File: config.mk
export PLATFORM = sky130hd
export DESIGN_NAME = pipe_stage_reg
export DESIGN_NICKNAME = d
export VERILOG_FILES = /design/src/rtl/pipe_stage_reg.sv
export SDC_FILE = /design/constraint.sdc
export NUM_CORES = 1
export LEC_CHECK = 0
export ABC_AREA = 1
export BUFFER_PORTS_ARGS = -buffer_cell sky130_fd_sc_hd__clkbuf_2
export CORE_ASPECT_RATIO = 0.6
export CORE_MARGIN = 2
export CORE_UTILIZATION = 45
export CTS_CLUSTER_SIZE = 8
export DETAILED_ROUTE_END_ITERATION = 10
export GPL_TIMING_DRIVEN = 0
export PLACE_DENSITY_LB_ADDON = 0.25
export SLEW_MARGIN = 15
export SYNTH_ARGS = -nofsm -noshare
export SYNTH_HDL_FRONTEND = slang
export SYNTH_SLANG_ARGS = --single-unit
File: constraint.sdc
create_clock -name clk -period 3.9 [get_ports clk]
set_clock_uncertainty 0.2 [all_clocks]
set_input_delay 0.585 -clock clk [delete_from_list [all_inputs] [get_ports clk]]
set_output_delay 0.585 -clock clk [all_outputs]
set_load 0.01 [all_outputs]
File: src/rtl/pipe_stage_reg.sv
`default_nettype none
// ============================================================================
//  Module   : pipe_stage_reg
//  Purpose  : Parameterised pipeline-register chain. A WIDTH-bit payload moves
//             through STAGES register slots under valid/ready handshakes.
//             Empty slots keep accepting while downstream stalls, so gaps close
//             up. Flush is synchronous and kills all in-flight beats. A
//             registered counter tracks how many slots are valid.
//  Ports    : clk        - clock, all state updates on the rising edge
//             reset      - synchronous, active-high reset
//             flush      - synchronous kill of all in-flight entries
//             in_valid   - upstream presents a beat
//             in_data    - upstream payload
//             in_ready   - chain accepts a beat this cycle
//             out_valid  - last slot holds a valid beat
//             out_data   - payload of the last slot
//             out_ready  - downstream accepts a beat this cycle
//             occupancy  - number of valid slots (0..STAGES)
//  Revision : 1.0 - initial release
// ============================================================================
module pipe_stage_reg #(
    parameter int WIDTH          = 32,
    parameter int STAGES         = 1,
    parameter int CLEAR_ON_FLUSH = 1
) (
    input  logic                         clk,
    input  logic                         reset,
    input  logic                         flush,
    input  logic                         in_valid,
    input  logic [WIDTH-1:0]             in_data,
    output logic                         in_ready,
    output logic                         out_valid,
    output logic [WIDTH-1:0]             out_data,
    input  logic                         out_ready,
    output logic [$clog2(STAGES+1)-1:0]  occupancy
);

    localparam int c_OCC_W = $clog2(STAGES + 1);

    // Slot 0 is the input side, slot STAGES-1 drives the outputs.
    logic               r_v [STAGES];
    logic [WIDTH-1:0]   r_d [STAGES];
    logic [c_OCC_W-1:0] r_occ;

    logic [STAGES-1:0]  w_rdy;
    logic               w_hole;
    logic               w_in_xfer;
    logic               w_out_xfer;

    // A slot may load this edge when it, or any slot between it and the
    // output, is empty, or when the output side is being drained. This is
    // what lets bubbles collapse while downstream is stalled.
    always_comb begin
        w_hole = 1'b0;
        w_rdy  = '0;
        for (int i = STAGES - 1; i >= 0; i--) begin
            w_hole   = w_hole | ~r_v[i];
            w_rdy[i] = w_hole | out_ready;
        end
    end

    assign in_ready   = w_rdy[0] & ~flush & ~reset;
    assign w_in_xfer  = in_valid & in_ready;
    assign w_out_xfer = r_v[STAGES-1] & out_ready;

    always_ff @(posedge clk) begin
        if (reset) begin
            for (int i = 0; i < STAGES; i++) begin
                r_v[i] <= 1'b0;
                r_d[i] <= '0;
            end
            r_occ <= '0;
        end else if (flush) begin
            for (int i = 0; i < STAGES; i++) begin
                r_v[i] <= 1'b0;
                if (CLEAR_ON_FLUSH != 0) begin
                    r_d[i] <= '0;
                end
            end
            r_occ <= '0;
        end else begin
            if (w_rdy[0]) begin
                r_v[0] <= in_valid;
                if (in_valid) begin
                    r_d[0] <= in_data;
                end
            end
            // Data only moves with a valid beat, so an invalid slot keeps its
            // last payload and out_data never changes on a bubble.
            for (int i = 1; i < STAGES; i++) begin
                if (w_rdy[i]) begin
                    r_v[i] <= r_v[i-1];
                    if (r_v[i-1]) begin
                        r_d[i] <= r_d[i-1];
                    end
                end
            end
            r_occ <= r_occ + c_OCC_W'(w_in_xfer) - c_OCC_W'(w_out_xfer);
        end
    end

    assign out_valid = r_v[STAGES-1];
    assign out_data  = r_d[STAGES-1];
    assign occupancy = r_occ;

endmodule
`default_nettype wire
; Yosys cells after proc, flatten, opt, wreduce, memory -nomap -nowiden
; Memory sizes are Yosys's and may differ from the RTL's.
; Cells that the tools add are included.
[totals]
mem_bits_rw = 33
output_inout_bits = 35
input_bits = 37
regBits = 1
n_memories = 2
elab_cells = 40
[memory_table]
columns = memory, words, width, read_ports, rd_clocked_by_memory_dff, write_ports, line
row1 = r_d, 1, 32, 1, 0, 1, 42  ; logic [WIDTH-1:0] r_d [STAGES];
row2 = r_v, 1, 1, 1, 0, 1, 41  ; logic r_v [STAGES];
[classes]
n_reduce_logical = 5
muxes = 22
n_bitwise = 8
addsub = 2
[ops]
columns = operator, count
row1 = two-way mux 32 bit, 2
row2 = OR reduction 32 bit, 2
row3 = two-way mux 1 bit, 20
row4 = bitwise AND 1 bit, 4
row5 = NOT 1 bit, 3
row6 = OR reduction 1 bit, 2
row7 = OR reduction 2 bit, 1
row8 = adder 1 bit, 1
row9 = OR 1 bit, 1
row10 = subtractor 1 bit, 1

; Depth between registers and ports, before layout
[depth]
ltp_word = 8
ltp_mapped = 6
depth_no_buf = 6

; Least setup slack after synthesis
; OpenSTA, ideal clock, no wires.
[synth_timing]
path_kind = input to register
from = input port out_ready
to = memory r_d[0][0], enable pin
slack_ns = 1.893
path_stages = 4
setup_time_ns = 0.387
required_time_ns = 3.313
t_arrival_ns = 1.421
n_path_buf = 0
path_cell_list = inv_1 -> nand2_2 -> a21oi_1 -> inv_1
[synth_between]
elab_chain_cells = 7
[synth_lines]
columns = item, line
row1 = start: declaration, 34  ; input logic out_ready,
row2 = OR 1 bit *, 58  ; w_rdy[i] = w_hole | out_ready;
row3 = two-way mux 1 bit *, 82  ; if (w_rdy[0]) begin
row4 = two-way mux 1 bit *, 73  ; end else if (flush) begin
row5 = two-way mux 1 bit *, 67  ; if (reset) begin
row6 = two-way mux 1 bit (implied by the code) *, 85  ; r_d[0] <= in_data;
row7 = OR reduction 32 bit (no line), --
row8 = two-way mux 1 bit (no line) *, --
row9 = end: declaration, 42
; Every way passes the cells marked *; elsewhere a longest branch is shown, timed or not.

; Worst setup path in the final report
[layout_timing]
from = input port out_ready
to = memory r_d[0][3], enable pin
; Same word-level chain as after synthesis.

==> run metrics <==
Area Growth Syn to Fin 34.3%; CTS Root Cell clkbuf_8; CTS tree yes; Synth Register Bits 34; Leak 0.00107 µW; status completed; clock latency on the worst-skew pair 270 ps; Synth Cell Area 1420 µm²; Flop pwr share 56.1%; overall routed net length 2580 µm; crit path launch type input port; Worst VDD drop 0.204 mV; layout cell share with drive strength beyond 1 45.5%; HPWL after DPL 1960 µm; full die area 3640 µm²; critical path class in -> reg; critical path data required time 3380 ps; internal power 601 µW; FF-to-FF setup slack 1460 ps; clock share of power 30.1%; most common cell after layout, fill and taps aside clkbuf_2; Comb power frac 13.8%; switching part of the total power 23.4%; first-pass GRT wire length 3950 µm; Cell Pwr Density 411 nW/µm²; sequential area share after synthesis 71.0%; pins over their slew limit 0; row cnt 15; RSZ-0062 raised after global routing false; gp weighted congestion 0.697; final setup vio count 0; post-CTS sizing 0; Initial Util 48.3%; Synth cell types 12; switching pwr 184 µW; 1st-iter DRT viols 44; pin count of the biggest net entering global routing 33; vias in the first global route 951; Slew headroom 27.3%; achievable frequency 404 MHz; Critical Path AT 1960 ps; total congestion overflow 0; cells after synthesis 123; Mean Syn Cell Area 11.6 µm²; clock transition at the registers of the reported paths 60 ps; Hold Path Class in -> reg; gr usage total 14.7%; Crit. End Element flop; Final TNS setup 0 ps; Core ar. 2950 µm²; TritonCTS sink count 34; ANT nets after route 0; die height 47.6 µm; commonest non-fill, non-tap cells in the layout clkbuf_2 (71), inv_1 (39), edfxtp_1 (33); Residual DRC 0; cell depth of the worst flop-to-flop path 3; number of hold buffers added after cts 0; synthesis warning total 0; clock buffer depth 2; post-CTS setup buffers 0; Max Cap Viol 0; Die X 76.6 µm; Mapped Nets 160; n_diodes 0; nets 238; Hold Crit Depth 3; initial antenna violation count 0; worst-margin pin slew 1080 ps; 1st-pass router iterations 4; Port Buffers 71; Worst Path Max Fanout 32; final core occ 64.9%; fin crit period 2470 ps; Min Hold Slack 407 ps; CTS Buf Count 5; vias per std cell 4.15; crit share post-route 63.4%; Hold Fails Final Rpt 0; Avg WL per Cell 10.6 µm; routed via count 1012; total chip power 785 µW; I/O pin count 72; H-tree depth 2
-- routing by layer --
metal  up-vias  GRT usage (%)  share of wire (%)
met3         4           6.98                 10
met2        52           24.2                 49
li1        520              -                  -
met4         0           7.64                1.0
met1       436           16.9                 39
met5         -              0                  0
-- power groups by stage --
stage	clock network (µW)	logic (µW)	registers, µW
2_1_floorplan	0	40.4	461
3_3_place_gp	0	105	446
3_5_place_dp	0	110	448
4_1_cts	244	110	441
5_1_grt	259	122	443
6_report	236	108	441
-- kinds of logic (layout without fill, tap and decap cells) --
logic type | Yosys count | after routing | synth area share [%]
buf+inv | 43 | 122 | 12.9
simple gates | 45 | 45 | 15.7
compound gates | 1 | 1 | 0.351
flops | 34 | 34 | 71.0
-- final timing paths --
kind,from,to
min reg2reg,occupancy,occupancy
max,out_ready,r_d[0][3]
min,in_data[8],r_d[0][8]
max reg2reg,r_v[0],r_d[0][3]
-- area by class of cell --
type	instances	area, µm²
Clock buffer	8	80.1
Fill cell	249	1030
Sequential cell	34	1010
Tap cell	42	52.6
Buffer	3	33.8
Multi-Input combinational cell	46	229
Timing Repair Buffer	71	355
Inverter	40	150
-- sequential cells by signal, summed over array words and instances (netlist names) --
| signal | count |
|---|---|
| r_d | 32 |
| r_v | 1 |
| occupancy | 1 |
-- synthesized netlist by cell type --
| cell type | instances | area [µm²] |
|---|---|---|
| nand3_4 | 1 | 17.5 |
| inv_1 | 40 | 150 |
| buf_6 | 3 | 33.8 |
| nor2_4 | 2 | 22.5 |
| nand2_1 | 7 | 26.3 |
| nor2_2 | 9 | 56.3 |
| a21oi_1 | 1 | 5.00 |
| edfxtp_1 | 33 | 991 |
| dfxtp_1 | 1 | 20.0 |
| nand3_1 | 1 | 5.00 |
| nor2_1 | 24 | 90.1 |
| nand2_2 | 1 | 6.26 |
-- per-stage QoR --
| stage | worst slack, ps | std cells | cell area (µm²) |
|---|---|---|---|
| detailed placement | 1440 | 236 | 1830 |
| global placement | 1520 | 236 | 1830 |
| global route | 1230 | 244 | 1910 |
| finish | 1430 | 244 | 1910 |
| CTS | 1710 | 244 | 1910 |
| floorplan | 1890 | 123 | 1420 |
-- worst max-delay path, stage by stage --
cell	delay, ps
clkbuf_2	100
inv_1	60
nand2_2	70
a21oi_1	230
clkinv_1	900
Power figures use the tool's default switching activity.
